[config.mk]
export PLATFORM = sky130hd
export DESIGN_NAME = averager_sequencer
export DESIGN_NICKNAME = d
export VERILOG_FILES = /design/src/rtl/averager_seq_pkg.sv /design/src/rtl/seq_watchdog.sv /design/src/rtl/averager_sequencer.sv
export SDC_FILE = /design/constraint.sdc
export NUM_CORES = 1
export LEC_CHECK = 0
export BUFFER_PORTS_ARGS = -buffer_cell sky130_fd_sc_hd__buf_4
export CORE_MARGIN = 10
export CORE_UTILIZATION = 50
export DETAILED_ROUTE_END_ITERATION = 16
export MAX_ROUTING_LAYER = met4
export PLACE_DENSITY_LB_ADDON = 0.15
export SKIP_LAST_GASP = 1
export SLEW_MARGIN = 20
export SYNTH_ARGS = -nofsm -noshare
export SYNTH_HDL_FRONTEND = slang
export SYNTH_SLANG_ARGS = --single-unit
export TNS_END_PERCENT = 1
[constraint.sdc]
create_clock -name clk -period 3.5 [get_ports clk]
set_clock_uncertainty 0.15 [all_clocks]
set_input_delay 0.35 -clock clk [delete_from_list [all_inputs] [get_ports clk]]
set_output_delay 0.35 -clock clk [all_outputs]
set_load 0.02 [all_outputs]
[src/rtl/averager_seq_pkg.sv]
// Shared types and default widths for the averager control sequencer.
package averager_seq_pkg;

    localparam int FAST_COUNT_WIDTH_DEF = 13;
    localparam int SLOW_COUNT_WIDTH_DEF = 19;
    localparam int NACQ_WIDTH_DEF       = 16;
    localparam int TIMEOUT_WIDTH_DEF    = 24;

    typedef enum logic [2:0] {
        ST_IDLE     = 3'd0,
        ST_ARM      = 3'd1,
        ST_RESTART  = 3'd2,
        ST_ACQUIRE  = 3'd3,
        ST_COMPLETE = 3'd4
    } seq_state_t;

endpackage

[src/rtl/seq_watchdog.sv]
// Cycle watchdog: counts while enabled, restarts on clear, flags when the
// count reaches a nonzero limit. A zero limit never expires.
module seq_watchdog #(
    parameter int WIDTH = 24
) (
    input  logic             clk,
    input  logic             rst,
    input  logic             i_clear,
    input  logic             i_enable,
    input  logic [WIDTH-1:0] i_limit,
    output logic             o_expired
);

    localparam logic [WIDTH-1:0] ONE = WIDTH'(1);

    logic [WIDTH-1:0] r_count;
    logic             w_limit_on;

    assign w_limit_on = (i_limit != '0);

    // Elapsed-cycle counter for the current watched state.
    always_ff @(posedge clk or posedge rst) begin
        if (rst) begin
            r_count <= '0;
        end else if (i_clear) begin
            r_count <= '0;
        end else if (i_enable) begin
            r_count <= r_count + ONE;
        end else begin
            r_count <= r_count;
        end
    end

    // Fires in the limit-th watched cycle so the caller leaves on that edge.
    assign o_expired = i_enable && w_limit_on && (r_count == (i_limit - ONE));

endmodule

[src/rtl/averager_sequencer.sv]
// Control sequencer for the averager counter: latches configuration, drives
// the restart/ready handshake and runs finite or continuous acquisitions.
module averager_sequencer
    import averager_seq_pkg::*;
#(
    parameter int FAST_COUNT_WIDTH = FAST_COUNT_WIDTH_DEF,
    parameter int SLOW_COUNT_WIDTH = SLOW_COUNT_WIDTH_DEF,
    parameter int NACQ_WIDTH       = NACQ_WIDTH_DEF,
    parameter int TIMEOUT_WIDTH    = TIMEOUT_WIDTH_DEF
) (
    input  logic                        clk,
    input  logic                        rst,
    input  logic                        start,
    input  logic                        abort,
    input  logic [FAST_COUNT_WIDTH-1:0] cfg_count_max,
    input  logic                        cfg_avg_on,
    input  logic [NACQ_WIDTH-1:0]       cfg_n_acq,
    input  logic [TIMEOUT_WIDTH-1:0]    cfg_timeout,
    input  logic                        avg_ready,
    input  logic [SLOW_COUNT_WIDTH-1:0] avg_n_avg,
    output logic                        avg_restart,
    output logic [FAST_COUNT_WIDTH-1:0] avg_count_max,
    output logic                        avg_avg_on,
    output logic                        busy,
    output logic                        done,
    output logic                        run_done,
    output logic [NACQ_WIDTH-1:0]       acq_count,
    output logic [SLOW_COUNT_WIDTH-1:0] last_n_avg,
    output logic                        error
);

    localparam logic [NACQ_WIDTH-1:0] ACQ_ONE = NACQ_WIDTH'(1);

    seq_state_t                  r_state;
    seq_state_t                  w_next;
    logic [NACQ_WIDTH-1:0]       r_n_acq;
    logic [TIMEOUT_WIDTH-1:0]    r_timeout;
    logic [FAST_COUNT_WIDTH-1:0] r_count_max;
    logic                        r_avg_on;
    logic [NACQ_WIDTH-1:0]       r_acq_count;
    logic [SLOW_COUNT_WIDTH-1:0] r_last_n_avg;
    logic                        r_avg_restart;
    logic                        r_busy;
    logic                        r_done;
    logic                        r_run_done;
    logic                        r_error;

    logic [NACQ_WIDTH-1:0]       w_acq_inc;
    logic                        w_run_end;
    logic                        w_start_run;
    logic                        w_complete;
    logic                        w_timeout_hit;
    logic                        w_wd_clear;
    logic                        w_wd_enable;
    logic                        w_wd_expired;

    assign w_acq_inc   = r_acq_count + ACQ_ONE;
    assign w_run_end   = (r_n_acq != '0) && (w_acq_inc == r_n_acq);
    assign w_wd_enable = (r_state == ST_RESTART) || (r_state == ST_ACQUIRE);

    seq_watchdog #(
        .WIDTH(TIMEOUT_WIDTH)
    ) u_watchdog (
        .clk      (clk),
        .rst      (rst),
        .i_clear  (w_wd_clear),
        .i_enable (w_wd_enable),
        .i_limit  (r_timeout),
        .o_expired(w_wd_expired)
    );

    // Next-state decode; abort outranks every other event in a busy state.
    always_comb begin
        w_next        = r_state;
        w_timeout_hit = 1'b0;
        w_complete    = 1'b0;
        w_start_run   = 1'b0;
        case (r_state)
            ST_IDLE: begin
                if (start && !abort) begin
                    w_next      = ST_ARM;
                    w_start_run = 1'b1;
                end else begin
                    w_next = ST_IDLE;
                end
            end
            ST_ARM: begin
                if (abort) begin
                    w_next = ST_IDLE;
                end else if (avg_ready) begin
                    w_next = ST_RESTART;
                end else begin
                    w_next = ST_ARM;
                end
            end
            ST_RESTART: begin
                if (abort) begin
                    w_next = ST_IDLE;
                end else if (w_wd_expired) begin
                    w_next        = ST_IDLE;
                    w_timeout_hit = 1'b1;
                end else if (!avg_ready) begin
                    w_next = ST_ACQUIRE;
                end else begin
                    w_next = ST_RESTART;
                end
            end
            ST_ACQUIRE: begin
                if (abort) begin
                    w_next = ST_IDLE;
                end else if (w_wd_expired) begin
                    w_next        = ST_IDLE;
                    w_timeout_hit = 1'b1;
                end else if (avg_ready) begin
                    w_next = ST_COMPLETE;
                end else begin
                    w_next = ST_ACQUIRE;
                end
            end
            ST_COMPLETE: begin
                if (abort) begin
                    w_next = ST_IDLE;
                end else if (w_run_end) begin
                    w_next     = ST_IDLE;
                    w_complete = 1'b1;
                end else begin
                    w_next     = ST_ARM;
                    w_complete = 1'b1;
                end
            end
            default: begin
                w_next = ST_IDLE;
            end
        endcase
    end

    // The watchdog restarts on every entry into a watched state.
    always_comb begin
        w_wd_clear = 1'b0;
        if ((w_next == ST_RESTART) && (r_state != ST_RESTART)) begin
            w_wd_clear = 1'b1;
        end else if ((w_next == ST_ACQUIRE) && (r_state != ST_ACQUIRE)) begin
            w_wd_clear = 1'b1;
        end else begin
            w_wd_clear = 1'b0;
        end
    end

    // State register and the status flags derived from the upcoming state.
    always_ff @(posedge clk or posedge rst) begin
        if (rst) begin
            r_state       <= ST_IDLE;
            r_busy        <= 1'b0;
            r_avg_restart <= 1'b0;
            r_done        <= 1'b0;
            r_run_done    <= 1'b0;
        end else begin
            r_state       <= w_next;
            r_busy        <= (w_next != ST_IDLE);
            r_avg_restart <= (w_next == ST_RESTART);
            r_done        <= w_complete;
            r_run_done    <= w_complete && w_run_end;
        end
    end

    // Run configuration is captured only when a run begins.
    always_ff @(posedge clk or posedge rst) begin
        if (rst) begin
            r_count_max <= '1;
            r_avg_on    <= 1'b0;
            r_n_acq     <= '0;
            r_timeout   <= '0;
        end else if (w_start_run) begin
            r_count_max <= cfg_count_max;
            r_avg_on    <= cfg_avg_on;
            r_n_acq     <= cfg_n_acq;
            r_timeout   <= cfg_timeout;
        end else begin
            r_count_max <= r_count_max;
            r_avg_on    <= r_avg_on;
            r_n_acq     <= r_n_acq;
            r_timeout   <= r_timeout;
        end
    end

    // Acquisition bookkeeping and the sticky watchdog flag.
    always_ff @(posedge clk or posedge rst) begin
        if (rst) begin
            r_acq_count  <= '0;
            r_last_n_avg <= '0;
            r_error      <= 1'b0;
        end else if (w_start_run) begin
            r_acq_count  <= '0;
            r_last_n_avg <= r_last_n_avg;
            r_error      <= 1'b0;
        end else begin
            if (w_complete) begin
                r_acq_count  <= w_acq_inc;
                r_last_n_avg <= avg_n_avg;
            end else begin
                r_acq_count  <= r_acq_count;
                r_last_n_avg <= r_last_n_avg;
            end
            if (w_timeout_hit) begin
                r_error <= 1'b1;
            end else begin
                r_error <= r_error;
            end
        end
    end

    assign avg_restart   = r_avg_restart;
    assign avg_count_max = r_count_max;
    assign avg_avg_on    = r_avg_on;
    assign busy          = r_busy;
    assign done          = r_done;
    assign run_done      = r_run_done;
    assign acq_count     = r_acq_count;
    assign last_n_avg    = r_last_n_avg;
    assign error         = r_error;

endmodule

==> impl_metrics.py, run 1 <==
metrics = {
    "run": {
        "drv_cap": 0,
    },
    "global_route": {
        "grt.total_usage_pct": 21.5,
        "grt_pass1_wl_um": 30600,
        "grt_max_degree": 89,
        "grt_overflow_total": 0,
        "grt_pass1_vias": 6176,
        "antenna_found_initial": 1,
    },
    "clock_tree": {
        "post-cts-setup-buffers": 0,
        "path_clk_slew_ps": 60,
        "cts_buffers": 17,
        "clock-sinks": 121,
        "clock_path_buffers": 2,
        "cts_max_level": 4,
        "cts_hold_buf": 71,
        "tritoncts": "built",
        "clk_latency_ps": 420,
        "cts_resized": 0,
        "ctsRootBufferMaster": "clkbuf_16",
    },
    "logic_synthesis": {
        "synth_fa_ha_area_share_pct": 0.773,
        "ys_ff_latch": 121,
        "synth-simple-area-share_pct": 30.9,
        "synth_area_per_cell_sq_um": 8.87,
        "yosys_most_used_dff": "dfrtp_1",
        "async_flop_share_pct": 100,
        "ys.warnings.count": 0,
        "synth_xor_area_share_pct": 10.7,
        "synth_edf_count": 0,
        "synth_compound_area_share_pct": 6.82,
        "synth_top_family_by_area": "simple AND/OR/NAND/NOR gates",
        "syn_area_sq_um": 6470,
        "syn_inst": 730,
        "ys_seq_area_share_pct": 47.0,
        "yosysUniqueCellTypes": 60,
        "synth_mux_area_share_pct": 0.503,
        "syn_nets": 812,
    },
    "critical_path": {
        "crit_family": "simple AND/OR/NAND/NOR gates",
        "end_kind": "flip-flop",
        "worstSetupStartpointType": "flip-flop",
        "cp_data_arrival_time_ps": 3420,
        "cp_max_fo": 24,
        "cp_num_cells": 8,
        "crit_path_top_delay_cell": "or4_4",
        "crit_chain": "or4_4 -> nor4_1 -> xnor2_1 -> nand3_2 -> a2111oi_4 -> o2111ai_4 -> nand4b_4 -> and3_1",
        "critPathBufInv": 0,
        "max_stage_delay_ps": 600,
        "path_class": "flip-flop to flip-flop",
        "worstPathRequired_ps": 3700,
        "ff2ff_path_depth": 8,
    },
    "power": {
        "swShare_pct": 30.9,
        "p_leak_uw": 0.00431,
        "p_clk_share_pct": 35.6,
        "power_density_nw_per_um2": 513,
        "p_sw_uw": 1400,
        "combPwrFrac_pct": 23.5,
        "vdd_ir_drop_max_mv": 0.408,
        "seqPwrFrac_pct": 40.9,
        "p_int_uw": 3130,
    },
    "floorplan": {
        "row_count": 41,
        "design.core.area_sq_um": 12700,
        "die_area_sq_um": 17900,
        "die-height_um": 134,
        "start_util_pct": 51.1,
        "die_w_um": 134,
        "io_pins": 132,
    },
    "detailed_routing": {
        "routed_via_density": 5.27,
        "vias": 5859,
        "first_pass_iters": 5,
        "antenna_left": 0,
        "routedWlPerCell_um": 16.5,
        "drcViolationCount": 0,
        "drt_iter0_drc": 505,
        "drt_wl_total_um": 18400,
    },
    "final_layout": {
        "regArea_sq_um": 3040,
        "final_common_cell": "nand2_1",
        "nFillCells": 956,
        "layout-area-overhead-vs-synth_pct": 36.5,
        "mostFrequentLayoutCells": "nand2_1, buf_4, dfrtp_1, dlygate4sd3_1, xnor2_1",
        "stdcell_count": 1111,
        "nets": 1007,
        "drive_gt1_share_pct": 22.6,
        "multiInputGateArea_sq_um": 3220,
    },
    "placement": {
        "io_buffers": 131,
        "dp_hpwl_um": 12400,
        "gp_congestion": 0.943,
        "dp_cells": 1007,
    },
    "timing": {
        "tightest_slew_ps": 941,
        "slew_violations": 0,
        "rsz0062_at_grt": "no",
        "clock.fmax_ghz": 0.311,
        "hold_viol": 0,
        "period_needed_ps": 3220,
        "finalSetupViolations": 0,
        "setup_tns_ps": 0,
        "relSlewSlack_pct": 37.0,
        "timing.final.crit_share_pct": 92.0,
    },
    "worst_hold_path": {
        "whs_path_depth": 3,
        "hold_class": "input port to flip-flop",
    },
    "status": {
        "status": "complete, no violations",
    },
}
## through the flow
step | setup slack [ps] | utilization [%] | area [sq um] | power [uW] | hold WS (ps)
after detailed placement | 300 | 59.8 | 7580 | 2860 | 300
final | 280 | 69.8 | 8840 | 4530 | 5.47
after floorplan | 589 | - | 6480 | 2520 | 283
after CTS | 281 | 69.7 | 8840 | 4560 | 8.91
after global routing | 84.9 | 69.8 | 8840 | 4770 | 0.220
after global placement | 417 | 59.8 | 7580 | 2830 | 296
## final timing paths
path	start	endpoint	slack [ps]
max in group asynchronous	rst	avg_count_max[12]	2330
worst min-delay path	cfg_n_acq[7]	r_n_acq[7]	5
min in group asynchronous	rst	r_timeout[19]	470
worst max-delay path	r_timeout[12]	u_watchdog.r_count[16]	280
worst max register to register	r_timeout[12]	u_watchdog.r_count[16]	280
worst min register to register	avg_count_max[3]	avg_count_max[3]	300
## power groups by stage
stage	registers [uW]	clock network (uW)	logic [uW]
floorplan	1880	0	637
global placement	1850	0	977
detailed placement	1860	0	998
CTS	1850	1640	1070
global route	1880	1710	1180
finish	1860	1610	1070
## kinds of logic after synthesis
| kind of cell | count (synthesis) |
|---|---|
| AO/OA/AOI/OAI | 63 |
| AND/OR/NAND/NOR | 417 |
| adder cells (fa/ha/maj) | 4 |
| buffers and inverters | 43 |
| multiplexers | 3 |
| XOR/XNOR | 79 |
| flip-flops | 121 |
## state kept, by name, summed over array words and instances, names as in the netlist
signal	count
acq_count	16
avg_avg_on	1
avg_count_max	13
avg_restart	1
busy	1
done	1
error	1
last_n_avg	19
r_n_acq	16
r_state	3
r_timeout	24
run_done	1
u_watchdog.r_count	24
## worst reg2reg max path: cells and delay by family (launching register included)
family                    cells  cell delay, ps
and+or+nand+nor               5            1700
AOI/OAI and AO/OA             2             650
DFF                           1             460
xor gates and xnor gates      1             190
## area by class of cell
cell class / count / share of cell area, %
Multi-Input combinational cell: 566 / 36.5
Sequential cell: 121 / 34.4
Timing Repair Buffer: 212 / 20.2
Clock buffer: 24 / 5.34
Tap cell: 172 / 2.43
Clock inverter: 8 / 0.807
Inverter: 7 / 0.340
Antenna cell: 1 / 0.0283
## synth_stat cells, types with 7 or more instances
library cell  instances  area share, %
a21oi_1               8           0.62
and3_1               30            2.9
clkbuf_1             25            1.4
dfrtp_1             108             42
dfstp_2              13            5.3
inv_1                 7           0.41
nand2_1             250             14
nand3_1              20            1.5
nand4_1              19            1.8
nor2_1               36            2.1
nor3_1               12           0.93
nor4_1               10           0.97
o21ai_0              27            2.1
xnor2_1              60            8.1
xor2_1               19            2.6
## per-layer routing
metal	up-vias	global-route usage, %	wire length, um
li1	2846	-	-
met1	2796	26.8	8330
met2	183	33.0	8600
met3	34	5.12	985
met4	0	8.89	464
met5	-	-	0
No activity file was read; power rests on OpenSTA's default activity.
==> run 2, diff against run 1 <==
--- a/config.mk
+++ b/config.mk
@@ -6,7 +6,7 @@
 export NUM_CORES = 1
 export LEC_CHECK = 0
 export BUFFER_PORTS_ARGS = -buffer_cell sky130_fd_sc_hd__buf_4
-export CORE_MARGIN = 10
+export CORE_MARGIN = 2
 export CORE_UTILIZATION = 50
 export DETAILED_ROUTE_END_ITERATION = 16
 export MAX_ROUTING_LAYER = met4
==> constraint.sdc (replaced) <==
create_clock -name clk -period 3.5 [get_ports clk]
set_clock_uncertainty 0.15 [all_clocks]
set_input_delay 0.175 -clock clk [delete_from_list [all_inputs] [get_ports clk]]
set_output_delay 0.175 -clock clk [all_outputs]
set_load 0.02 [all_outputs]
==> impl_metrics.py, run 2 (synthesized netlist as in run 1, its figures left out) <==
metrics = {
    "status": {
        "status": "complete, no violations",
    },
    "global_route": {
        "grt_pass1_wl_um": 30100,
        "antenna_found_initial": 0,
        "grt_overflow_total": 0,
        "grt.total_usage_pct": 27.8,
        "grt_max_degree": 50,
        "grt_pass1_vias": 6061,
    },
    "floorplan": {
        "io_pins": 132,
        "row_count": 41,
        "die_w_um": 118,
        "start_util_pct": 51.3,
        "design.core.area_sq_um": 12600,
        "die-height_um": 118,
        "die_area_sq_um": 13900,
    },
    "timing": {
        "finalSetupViolations": 0,
        "period_needed_ps": 3250,
        "tightest_slew_ps": 923,
        "timing.final.crit_share_pct": 92.9,
        "hold_viol": 0,
        "relSlewSlack_pct": 38.3,
        "clock.fmax_ghz": 0.308,
        "slew_violations": 0,
        "setup_tns_ps": 0,
        "rsz0062_at_grt": "no",
    },
    "worst_hold_path": {
        "worstHoldStart": "start",
        "hold_class": "input port to flip-flop",
        "whs_path_depth": 4,
    },
    "clock_tree": {
        "ctsRootBufferMaster": "clkbuf_16",
        "clock-sinks": 121,
        "post-cts-setup-buffers": 0,
        "path_clk_slew_ps": 60,
        "cts_buffers": 17,
        "tritoncts": "built",
        "clk_latency_ps": 420,
        "cts_max_level": 4,
        "clock_path_buffers": 2,
    },
    "placement": {
        "place_area_sq_um": 7600,
        "io_buffers": 131,
        "dp_hpwl_um": 11400,
        "gp_congestion": 0.897,
    },
    "critical_path": {
        "cp_max_fo": 24,
        "end_kind": "flip-flop",
        "path_class": "flip-flop to flip-flop",
        "worstSetupStartpointType": "flip-flop",
        "cp_data_arrival_time_ps": 3450,
        "timing.rr.start": "r_timeout[12]",
        "crit_path_start": "r_timeout[12]",
        "ff2ff_path_depth": 8,
        "worstPathRequired_ps": 3700,
    },
    "detailed_routing": {
        "drt_wl_total_um": 18000,
        "drt_iter0_drc": 419,
        "drcViolationCount": 0,
        "routedWlPerCell_um": 16.1,
        "first_pass_iters": 5,
        "vias": 5913,
        "antenna_left": 0,
        "routed_via_density": 5.29,
    },
    "final_layout": {
        "drive_gt1_share_pct": 23.2,
        "final_cell_area_sq_um": 8970,
        "mostFrequentLayoutCells": "nand2_1, buf_4, dfrtp_1, dlygate4sd3_1, xnor2_1",
        "diodes": 0,
        "nets": 1014,
        "final_common_cell": "nand2_1",
        "layout-area-overhead-vs-synth_pct": 38.5,
    },
    "power": {
        "power_density_nw_per_um2": 529,
        "vdd_ir_drop_max_mv": 0.392,
        "p_leak_uw": 0.00437,
    },
    "run": {
        "drv_cap": 0,
    },
}
run 2: changes by cell type in the layout (fill, tap and decap cells not counted), sizes merged:
cell	before	now
buf	141	143
bufinv	1	3
clkbuf	24	18
clkinv	6	5
clkinvlp	2	4
diode	1	0
dlygate4sd3	71	76
inv	6	9
run 2: metal layers:
metal	share of wire, %	global-route usage, %	up-vias	wire, um
met5	0	-	-	0
met4	2.3	10.5	0	416
met3	4.7	6.40	38	839
met2	50	44.2	180	8910
met1	44	34.9	2826	7830
li1	-	-	2869	-
run 2: path summary, 6_finish.rpt:
check / slack [ps] / endpoint
hold reg to reg: 310 / avg_count_max[4]
min in group asynchronous: 370 / r_n_acq[5]
max in group asynchronous: 1850 / avg_count_max[11]
setup / recovery: 250 / u_watchdog.r_count[12]
hold / removal: 100 / avg_count_max[8]
setup reg to reg: 250 / u_watchdog.r_count[12]
run 2: power by group:
part | switching (uW) | internal (uW) | leakage [uW] | total, uW
logic | 552 | 517 | 0.00250 | 1070
clock network | 678 | 1140 | 0.000293 | 1820
registers | 240 | 1610 | 0.00157 | 1850
total | 1470 | 3270 | 0.00437 | 4740
run 2: final cells by class:
| cell class | instances | area (sq um) |
|---|---|---|
| Fill cell | 945 | 3650 |
| Clock inverter | 14 | 171 |
| Multi-Input combinational cell | 566 | 3220 |
| Clock buffer | 18 | 439 |
| Timing Repair Buffer | 219 | 1850 |
| Sequential cell | 121 | 3040 |
| Inverter | 7 | 30.0 |
| Tap cell | 172 | 215 |
run 2: metrics by stage:
step	setup slack [ps]	util [%]	power [uW]	instances	hold slack, ps
final	249	71.1	4740	1117	100
after global routing	55.0	71.1	4970	1117	139
after CTS	241	71.1	4760	1117	92.9
after detailed placement	276	60.2	2860	1009	217
after global placement	414	60.2	2830	1009	214
after floorplan	589	-	2520	730	108
run 2: timing repair:
action | CTS | global route
gates resized for setup | 0 | 0
hold buffers | 76 | 0
hold endpoints to repair | 115 | 0
run 2: critical path, cell delays in order, from the launching register on:
cell,delay [ps]
dfrtp_1,450
or4_4,600
nor4_1,480
xnor2_1,200
nand3_2,110
a2111oi_4,400
o2111ai_4,260
nand4b_4,310
and3_1,220
